## src/rtl/pad_debounce.sv

```systemverilog
// Pad/button debouncer.
// The raw pulled-up pad is synchronized into clk_sys. A change is accepted
// only after it has stayed stable for DEBOUNCE_CYCLES consecutive cycles.
// Outputs are a debounced level, one-cycle press/release strobes, and a
// press-toggled latch.
//
// state        | meaning
// -------------+-----------------------------------------------------------
// RELEASED     | pad accepted as released, waiting for a pressed sample
// PRESS_WAIT   | press seen, counting stable pressed samples
// PRESSED      | pad accepted as held, waiting for a released sample
// RELEASE_WAIT | release seen, counting stable released samples
module pad_debounce #(
    parameter int DEBOUNCE_CYCLES = 480000,
    parameter int CNT_W           = 19
) (
    input  logic clk,
    input  logic rst_n,
    input  logic pad_n,
    output logic pressed,
    output logic press_pulse,
    output logic release_pulse,
    output logic toggle
);

    // Stop elaboration when the threshold cannot be held in the counter.
    generate
        if (DEBOUNCE_CYCLES < 1 || DEBOUNCE_CYCLES >= (1 << CNT_W)) begin : g_bad_param
            $error("pad_debounce: DEBOUNCE_CYCLES must be in [1, 2**CNT_W - 1]");
        end
    endgenerate

    localparam logic [CNT_W-1:0] CNT_MAX = CNT_W'(DEBOUNCE_CYCLES);
    localparam logic [CNT_W-1:0] CNT_ONE = CNT_W'(1);

    typedef enum logic [1:0] {
        RELEASED     = 2'd0,
        PRESS_WAIT   = 2'd1,
        PRESSED      = 2'd2,
        RELEASE_WAIT = 2'd3
    } state_t;

    state_t           state;
    logic [CNT_W-1:0] cnt;
    logic             sync1;
    logic             sync2;
    logic             samp;

    // Two-flop synchronizer. It resets to the idle (pulled-up) level, so a
    // pad held low through reset is seen as a fresh press.
    always_ff @(posedge clk or negedge rst_n) begin
        if (!rst_n) begin
            sync1 <= 1'b1;
            sync2 <= 1'b1;
        end else begin
            sync1 <= pad_n;
            sync2 <= sync1;
        end
    end

    assign samp = ~sync2;

    // Debounce FSM. Its outputs are registered on the same edge as the
    // state transition that accepts a change.
    always_ff @(posedge clk or negedge rst_n) begin
        if (!rst_n) begin
            state         <= RELEASED;
            cnt           <= '0;
            pressed       <= 1'b0;
            press_pulse   <= 1'b0;
            release_pulse <= 1'b0;
            toggle        <= 1'b0;
        end else begin
            press_pulse   <= 1'b0;
            release_pulse <= 1'b0;
            case (state)
                RELEASED: begin
                    if (samp) begin
                        state <= PRESS_WAIT;
                        cnt   <= CNT_ONE;
                    end else begin
                        cnt   <= '0;
                    end
                end
                PRESS_WAIT: begin
                    if (!samp) begin
                        state <= RELEASED;
                        cnt   <= '0;
                    end else if (cnt >= CNT_MAX) begin
                        state       <= PRESSED;
                        cnt         <= '0;
                        pressed     <= 1'b1;
                        press_pulse <= 1'b1;
                        toggle      <= ~toggle;
                    end else begin
                        cnt   <= cnt + CNT_ONE;
                    end
                end
                PRESSED: begin
                    if (!samp) begin
                        state <= RELEASE_WAIT;
                        cnt   <= CNT_ONE;
                    end else begin
                        cnt   <= '0;
                    end
                end
                RELEASE_WAIT: begin
                    if (samp) begin
                        state <= PRESSED;
                        cnt   <= '0;
                    end else if (cnt >= CNT_MAX) begin
                        state         <= RELEASED;
                        cnt           <= '0;
                        pressed       <= 1'b0;
                        release_pulse <= 1'b1;
                    end else begin
                        cnt   <= cnt + CNT_ONE;
                    end
                end
                default: begin
                    state   <= RELEASED;
                    cnt     <= '0;
                    pressed <= 1'b0;
                end
            endcase
        end
    end

endmodule

```

## config.mk

```make
export PLATFORM = sky130hd
export DESIGN_NAME = pad_debounce
export DESIGN_NICKNAME = d
export VERILOG_FILES = /design/src/rtl/pad_debounce.sv
export SDC_FILE = /design/constraint.sdc
export NUM_CORES = 1
export LEC_CHECK = 0
export ABC_AREA = 0
export BUFFER_PORTS_ARGS = -buffer_cell sky130_fd_sc_hd__buf_2
export CAP_MARGIN = 0
export CORE_ASPECT_RATIO = 0.9
export CORE_UTILIZATION = 60
export CTS_CLUSTER_SIZE = 25
export DETAILED_ROUTE_END_ITERATION = 10
export PLACE_DENSITY = 0.79
export SETUP_SLACK_MARGIN = 0.1
export SYNTH_ARGS = -nofsm -noshare
export SYNTH_HDL_FRONTEND = slang
export SYNTH_SLANG_ARGS = --single-unit
```

## constraint.sdc

```tcl
create_clock -name clk -period 3.25 [get_ports clk]
set_input_delay 0.325 -clock clk [delete_from_list [all_inputs] [get_ports clk]]
set_output_delay 0.325 -clock clk [all_outputs]
set_load 0.02 [all_outputs]
```

**Word level (Yosys, flattened, before mapping)**

Cells that the tools add are included.

- Bits in registers: 27
- Output and inout port bits: 4

- Add/subtract/negate cells: 1
- Order comparisons: 1
- Equal/unequal tests: 11
- Muxes and demuxes: 23
- Bitwise operators: 2
- Reductions and logical operators: 5

Operators with widths:

| kind | number |
|---|---|
| $pmux W19 S4 | 1 |
| $mux W19 | 3 |
| $add A19 B1 Y19 const B | 1 |
| $ge A19 B19 Y1 const B | 1 |
| $mux W2 | 6 |
| $ne A2 B2 Y1 const B | 6 |
| $mux W1 | 11 |
| $pmux W2 S4 | 1 |
| $ne A3 B3 Y1 const B | 2 |
| $reduce_and A5 Y1 | 1 |
| $eq A2 B2 Y1 const B | 2 |
| $reduce_and A4 Y1 | 1 |
| $reduce_and A3 Y1 | 1 |
| $eq A2 B1 Y1 const B | 1 |
| $logic_not A2 Y1 | 1 |
| $not A1 Y1 | 2 |
| $pmux W1 S2 | 1 |
| $reduce_bool A2 Y1 | 1 |

**Longest topological paths before layout**

Gate-level depths: netlist of run 1.

- Depth in word-level cells: 4
- Gate-level depth with buffers: 5
- Mapped depth without buffers: 5

**Least setup slack after synthesis of run 1**

OpenSTA, ideal clock, no wires.

- Kind: reg2reg
- Start: reg cnt[13]
- End: reg toggle
- Library setup time: 0.129 ns
- Data arrival time: 1.467 ns
- Data required time: 3.121 ns
- Path slack: 1.654 ns
- Stages on the path, launching flop included: 5
- Period minus slack after synthesis: 1.596 ns
- Path through: dfrtp_1 o21ai_2 a221o_1 or4_4 xnor2_2

- Longest elaborated chain between the ends: 2

Ends and longest elaborated chain:

| element | line | RTL |
|---|---|---|
| start: declaration | 44 | `logic [CNT_W-1:0] cnt;` |
| start signal: assignment | 96 | `cnt <= cnt + CNT_ONE;` |
| start signal: assignment | 117 | `cnt <= cnt + CNT_ONE;` |
| $ge A19 B19 Y1 | 89 | `end else if (cnt >= CNT_MAX) begin` |
| $reduce_and A3 Y1 (no line) | n/a |  |
| end signal: assignment | 94 | `toggle <= ~toggle;` |
| end: declaration | 23 | `output logic toggle` |

No other way between the ends.
A chain may end at the register's enable or synchronous reset.

**Final worst setup path of run 1**

- Start: reg cnt[15]
- End: reg cnt[15]

- Longest elaborated chain between the ends: 4
- Elaborated cells between the ends (all ways): 6
- Those cells by class: 1 x add/sub; 1 x order compare; 4 x mux

Ends and longest elaborated chain:

| element | line | RTL |
|---|---|---|
| $add A19 B1 Y19 / $ge A19 B19 Y1 (equally long branches) | n/a |  |
| $mux W19 * | 89, 111 |  |
| $mux W19, on equally long branches | 108, 86 |  |
| $pmux W19 S4 * | 76 | `case (state)` |

Every way passes the cells marked *; elsewhere a longest branch is shown, timed or not.

==> results of run 1 <==
-- layout make-up --
cell class | instances | share of cell area [%]
multi-input cells | 85 | 39.7
clock buffers | 4 | 1.96
repair buffers | 7 | 2.98
inverters | 9 | 2.52
well taps | 25 | 2.33
flip-flops and latches | 27 | 50.5
-- stage by stage --
| stage | instance area (µm²) | util [%] | cells |
|---|---|---|---|
| after detailed placement | 1310 | 67.6 | 152 |
| final | 1340 | 69.4 | 157 |
| after CTS | 1340 | 69.4 | 157 |
| after floorplan | 1250 | - | 123 |
| after global placement | 1310 | 67.6 | 152 |
| after global routing | 1340 | 69.4 | 157 |
-- kinds of logic (layout without fill, tap and decap cells) --
family / after synthesis / count (layout) / share of synthesized area [%]
AND/OR/NAND/NOR: 55 / 55 / 21.9
flip-flops: 27 / 27 / 54.1
XOR/XNOR: 17 / 17 / 12.5
AO/OA/AOI/OAI: 11 / 11 / 6.19
buffers and inverters: 11 / 20 / 3.39
adder cells (fa/ha/maj): 2 / 2 / 2.00
-- per-layer routing --
layer	up-vias	global-route usage, %	wire length [µm]
li1	440	-	-
met1	445	31.9	979
met2	31	36.3	1080
met3	8	7.07	148
met4	0	9.71	48
met5	-	0	0
-- flip-flops by register name, summed over array words and instances, names as in the netlist, named ones only --
register / flops
sync1: 1
pressed: 1
cnt: 19
toggle: 1
state: 1
press_pulse: 1
release_pulse: 1
sync2: 1
-- cells in the mapped netlist, types with 2 or more instances --
master and instances:
and2_1 2, dfrtp_1 25, dfstp_2 2, ha_1 2, inv_1 9, nand2_1 7
nand3_1 7, nand4_1 6, nor2_1 20, nor3_1 4, nor4_1 6, o21ai_0 4
xnor2_1 12, xor2_1 4
-- worst max path at each step --
stage,from,to,cells after the start
after detailed placement,cnt[15],cnt[17],4
after floorplan,cnt[13],toggle,4
after CTS,cnt[15],cnt[17],4
after global placement,cnt[15],cnt[17],4
final,cnt[15],cnt[15],4
after global routing,cnt[11],cnt[17],4
-- repair_timing --
action                     in CTS  in global routing
hold endpoints to repair       25                  0
hold buffers                    1                  0
buffers inserted                0                  0
setup endpoints to repair       0                  0
-- power by group --
group / internal (W) / switching, W
Sequential: 0.000340 / 0.00000416
Combinational: 0.00000488 / 0.0000129
Clock: 0.0000481 / 0.0000899
==> impl_metrics.toml, run 1 <==
[run_status]
status = "complete, no violations"

[setup_path]
rrSetupSlack_ns = 1.44
endpoint_kind = "flip-flop"
critPathMaxFanout = 18
critPathTopFamily = "simple AND/OR/NAND/NOR gates"
rr_endpoint = "cnt[15]"
required_ns = 3.50
cp_slowest_cell = "dfrtp_1"
critPathMaxStageDelay_ns = 0.47
reg2reg_from = "cnt[15]"
path_cells = "nor4_1 > a221o_1 > nand3_2 > nor2_1"
crit_type = "reg2reg"
critical_path_buf_inv_count = 0
cp-start-kind = "flip-flop"
reg2reg_depth = 4
arrival_ns = 2.05

[placed_design]
port_buffers = 6
gp_congestion = 0.848
dpl_worst_slack_ns = 1.49
dp_hpwl_um = 1630

[die]
die-area_um2 = 2280
fp.dieW_um = 50.2
start_util_pct = 64.9
fp.dieH_um = 45.4
ios = 7
coreArea_um2 = 1930
rows = 15

[yosys]
syn_nets = 128
ys_warn_count = 0
avgSynthCellArea_um2 = 10.2
synthDistinctLibCells = 27
ys_top_cells_by_area = "dfrtp_1 50%, xnor2_1 8.4%, nor2_1 6.0%"
async_flop_share_pct = 100
yosys.area.top_type = "dfrtp_1"
ys.flop_type = "dfrtp_1"
netlist_area_um2 = 1250
ys_seq_area_share_pct = 54.1
synth_edf_count = 0
yosysTopAreaCellShare_pct = 49.9
netlist_instances = 123
ys_ff_latch = 27

[route]
drt-total-wl_um = 2260
drt_iter0_drc = 37
drc_errors = 0
antenna_left = 0
vias_per_cell = 5.89
wl_per_cell_um = 14.4
firstDrtPassIters = 4
via_count = 924

[clock_tree]
cts_tree = "yes"
numCtsBuffers = 3
cts.repair.resized = 0
root_buffer = "clkbuf_4"
cts_max_level = 1
cts.sinks = 27
clkLatencyLatePin_ns = 0.32
cts_max_path_buffers = 2
cts.clk_slew.worst_paths_ns = 0.13

[global_routing]
grt_antenna_before_repair = 0
grt_max_degree = 28
grt_pass1_wl_um = 3830
overflow = 0
track_usage_pct = 23.8
grt_pass1_vias = 820

[min_path]
hold_end = "sync1"
whs_path_depth = 1
min-delay-path-class = "in2reg"
worstHoldStart = "pad_n"

[sta]
rsz0062_at_grt = "false"
skew_ns = 0.00155
setup_viol = 0
hold_viol = 0
setup-tns-final_ns = 0
fin_ws_ns = 1.44
max_freq_ghz = 0.554
tightestPinTransition_ns = 0.561
fin_crit_ns = 1.81
fin_hold_ws_ns = 0.0853
finalMaxSlewViolations = 0
relSlewSlack_pct = 62.6
fin_crit_sh_pct = 55.6

[power_and_ir_drop]
p_total_w = 0.000500
max-vdd-ir-drop_uv = 338
p_leak_nw = 0.550
powerDensity_nw_per_um2 = 373

[flow_run]
drv_cap = 0

[layout]
layout_commonest_cell = "dfrtp_1"
synthToLayoutAreaGrowth_pct = 7.09
multi_input_comb_area_um2 = 533
seqCellArea_um2 = 678
final_layout_size_suffix_gt1_share_pct = 12.9
antenna_cells = 0
final_cell_mix = "25 x dfrtp_1, 20 x nor2_1, 12 x xnor2_1, 9 x inv_1"
n_fill_cell = 140
fin_nets = 138
Power figures use the tool's default switching activity.
==> inputs of run 2 (changes only) <==
--- a/config.mk
+++ b/config.mk
@@ -9,10 +9,10 @@
 export BUFFER_PORTS_ARGS = -buffer_cell sky130_fd_sc_hd__buf_2
 export CAP_MARGIN = 0
 export CORE_ASPECT_RATIO = 0.9
-export CORE_UTILIZATION = 60
+export CORE_UTILIZATION = 52
 export CTS_CLUSTER_SIZE = 25
 export DETAILED_ROUTE_END_ITERATION = 10
-export PLACE_DENSITY = 0.79
+export PLACE_DENSITY = 0.72
 export SETUP_SLACK_MARGIN = 0.1
 export SYNTH_ARGS = -nofsm -noshare
 export SYNTH_HDL_FRONTEND = slang
==> constraint.sdc (replaced) <==
create_clock -name clk -period 1.6 [get_ports clk]
set_input_delay 0.16 -clock clk [delete_from_list [all_inputs] [get_ports clk]]
set_output_delay 0.16 -clock clk [all_outputs]
set_load 0.02 [all_outputs]
==> impl_metrics.toml, run 2 (synthesis results as in run 1) <==
[sta]
tightestPinTransition_ns = 0.606
fin_hold_ws_ns = 0.361
setup-tns-final_ns = 0
finalMaxSlewViolations = 0
fin_ws_ns = 0.0209
fin_crit_ns = 1.58
fin_crit_sh_pct = 98.7
setup_viol = 0
relSlewSlack_pct = 59.6
skew_ns = 0.00745
max_freq_ghz = 0.633
hold_viol = 0
rsz0062_at_grt = "true"

[global_routing]
overflow = 0
use_met1_pct = 30.3
grt_max_degree = 28
grt_pass1_vias = 913
track_usage_pct = 22.0
grt_pass1_wl_um = 4140
met3_usage_pct = 6.60
grt.busiest_layer = "met2"
grt_antenna_before_repair = 0
globalRouteMet2Util_pct = 33.5

[route]
drt-total-wl_um = 2490
antenna_left = 0
firstDrtPassIters = 6
via_count = 966
vias_per_cell = 5.31
wl_per_cell_um = 13.7
drt_iter0_drc = 9
drc_errors = 0

[power_and_ir_drop]
p_int_w = 0.000809
p_leak_nw = 0.672
powerDensity_nw_per_um2 = 666
power.switching_w = 0.000230
clock_power_share_pct = 27.9
swShare_pct = 22.1
max-vdd-ir-drop_uv = 500
seqPwrFrac_pct = 67.3
pwr-share-comb_pct = 4.8

[die]
start_util_pct = 56.4
fp.dieH_um = 48.6
ios = 7
rows = 16
die-area_um2 = 2610
coreArea_um2 = 2220
fp.dieW_um = 53.8

[clock_tree]
cts.clk_slew.worst_paths_ns = 0.14
clkLatencyLatePin_ns = 0.32
cts_max_path_buffers = 2
cts_tree = "yes"
cts.sinks = 27
cts_max_level = 1
root_buffer = "clkbuf_4"
numCtsBuffers = 3

[placed_design]
gp_congestion = 0.849
dpl_worst_slack_ns = -0.000992
dp_hpwl_um = 1740
port_buffers = 6

[layout]
final_layout_size_suffix_gt1_share_pct = 27.7
layout_commonest_cell = "dfrtp_1"
fin_nets = 161
largest_reg_flops = 19
final_cell_mix = "25 x dfrtp_1, 21 x buf_4, 20 x nor2_1, 12 x xnor2_1, 9 x inv_1"
antenna_cells = 0
synthToLayoutAreaGrowth_pct = 24.3
regMostFlops = "cnt"

[setup_path]
cp-start-kind = "flip-flop"
rr_endpoint = "toggle"
rrSetupSlack_ns = 0.02
reg2reg_depth = 4
endpoint_kind = "flip-flop"
required_ns = 1.82
critPathMaxFanout = 3
arrival_ns = 1.80
crit_type = "reg2reg"
reg2reg_from = "cnt[8]"

[min_path]
min-delay-path-class = "in2async"

[flow_run]
drv_cap = 0

[run_status]
status = "complete, no violations"
## run 2: cell count changes in the layout (fill, tap and decap cells not counted)
cell           change
buf_12             +1
dlygate4sd3_1      +1
nor4_1             -4
nor4_2             +4
o21ai_1            +1
o21ai_0            -1
buf_4             +21
## run 2: worst max-delay path by stage
stage / startpoint / to / slack [ns] / cells after the start
after global placement: cnt[8] / toggle / 0.07 / 4
after floorplan: cnt[13] / toggle / 0.04 / 4
final: cnt[8] / toggle / 0.02 / 4
after CTS: cnt[8] / toggle / 0.01 / 4
after detailed placement: cnt[8] / toggle / -0.001 / 4
after global routing: cnt[13] / toggle / -0.03 / 4
## run 2: area by class of cell
type | count | area (µm²)
Sequential cell | 27 | 678
Fill cell | 172 | 664
Multi-Input combinational cell | 85 | 558
Timing Repair Buffer | 30 | 228
Inverter | 9 | 33.8
Tap cell | 27 | 33.8
Clock buffer | 4 | 26.3
## run 2: critical path: stages (launching register included)
cell and delay [ns]:
dfrtp_1 0.43, nand2_1 0.09, a221o_1 0.34, or4_4 0.46, xnor2_2 0.15
## run 2: power groups by stage
stage / combinational [W] / sequential, W / clock [W]
after global placement: 0.0000459 / 0.000711 / 0
after global routing: 0.0000577 / 0.000700 / 0.000327
final: 0.0000501 / 0.000698 / 0.000290
after detailed placement: 0.0000469 / 0.000711 / 0
after floorplan: 0.0000176 / 0.000710 / 0
after CTS: 0.0000512 / 0.000698 / 0.000305
## run 2: routing by layer
metal / vias to the layer above / routed length (µm)
met5: - / 0
met4: 0 / 13
met3: 2 / 78
met2: 14 / 1200
met1: 464 / 1200
li1: 486 / -
## run 2: repair_timing
item | CTS | global route
hold buffers | 2 | 0
endpoints found under the hold margin | 26 | 0
setup buffers | 1 | 4
gates resized for setup | 1 | 4
endpoints found under the setup margin | 8 | 21
pin swaps | 2 | 1
## run 2: metrics by stage
stage               power [W]  utilization [%]  instances  cell area [µm²]
floorplan            0.000728                -        123             1250
global placement     0.000757             65.2        171             1450
detailed placement   0.000758             65.2        171             1450
CTS                   0.00105             67.9        178             1510
global route          0.00109             70.1        182             1560
finish                0.00104             70.1        182             1560
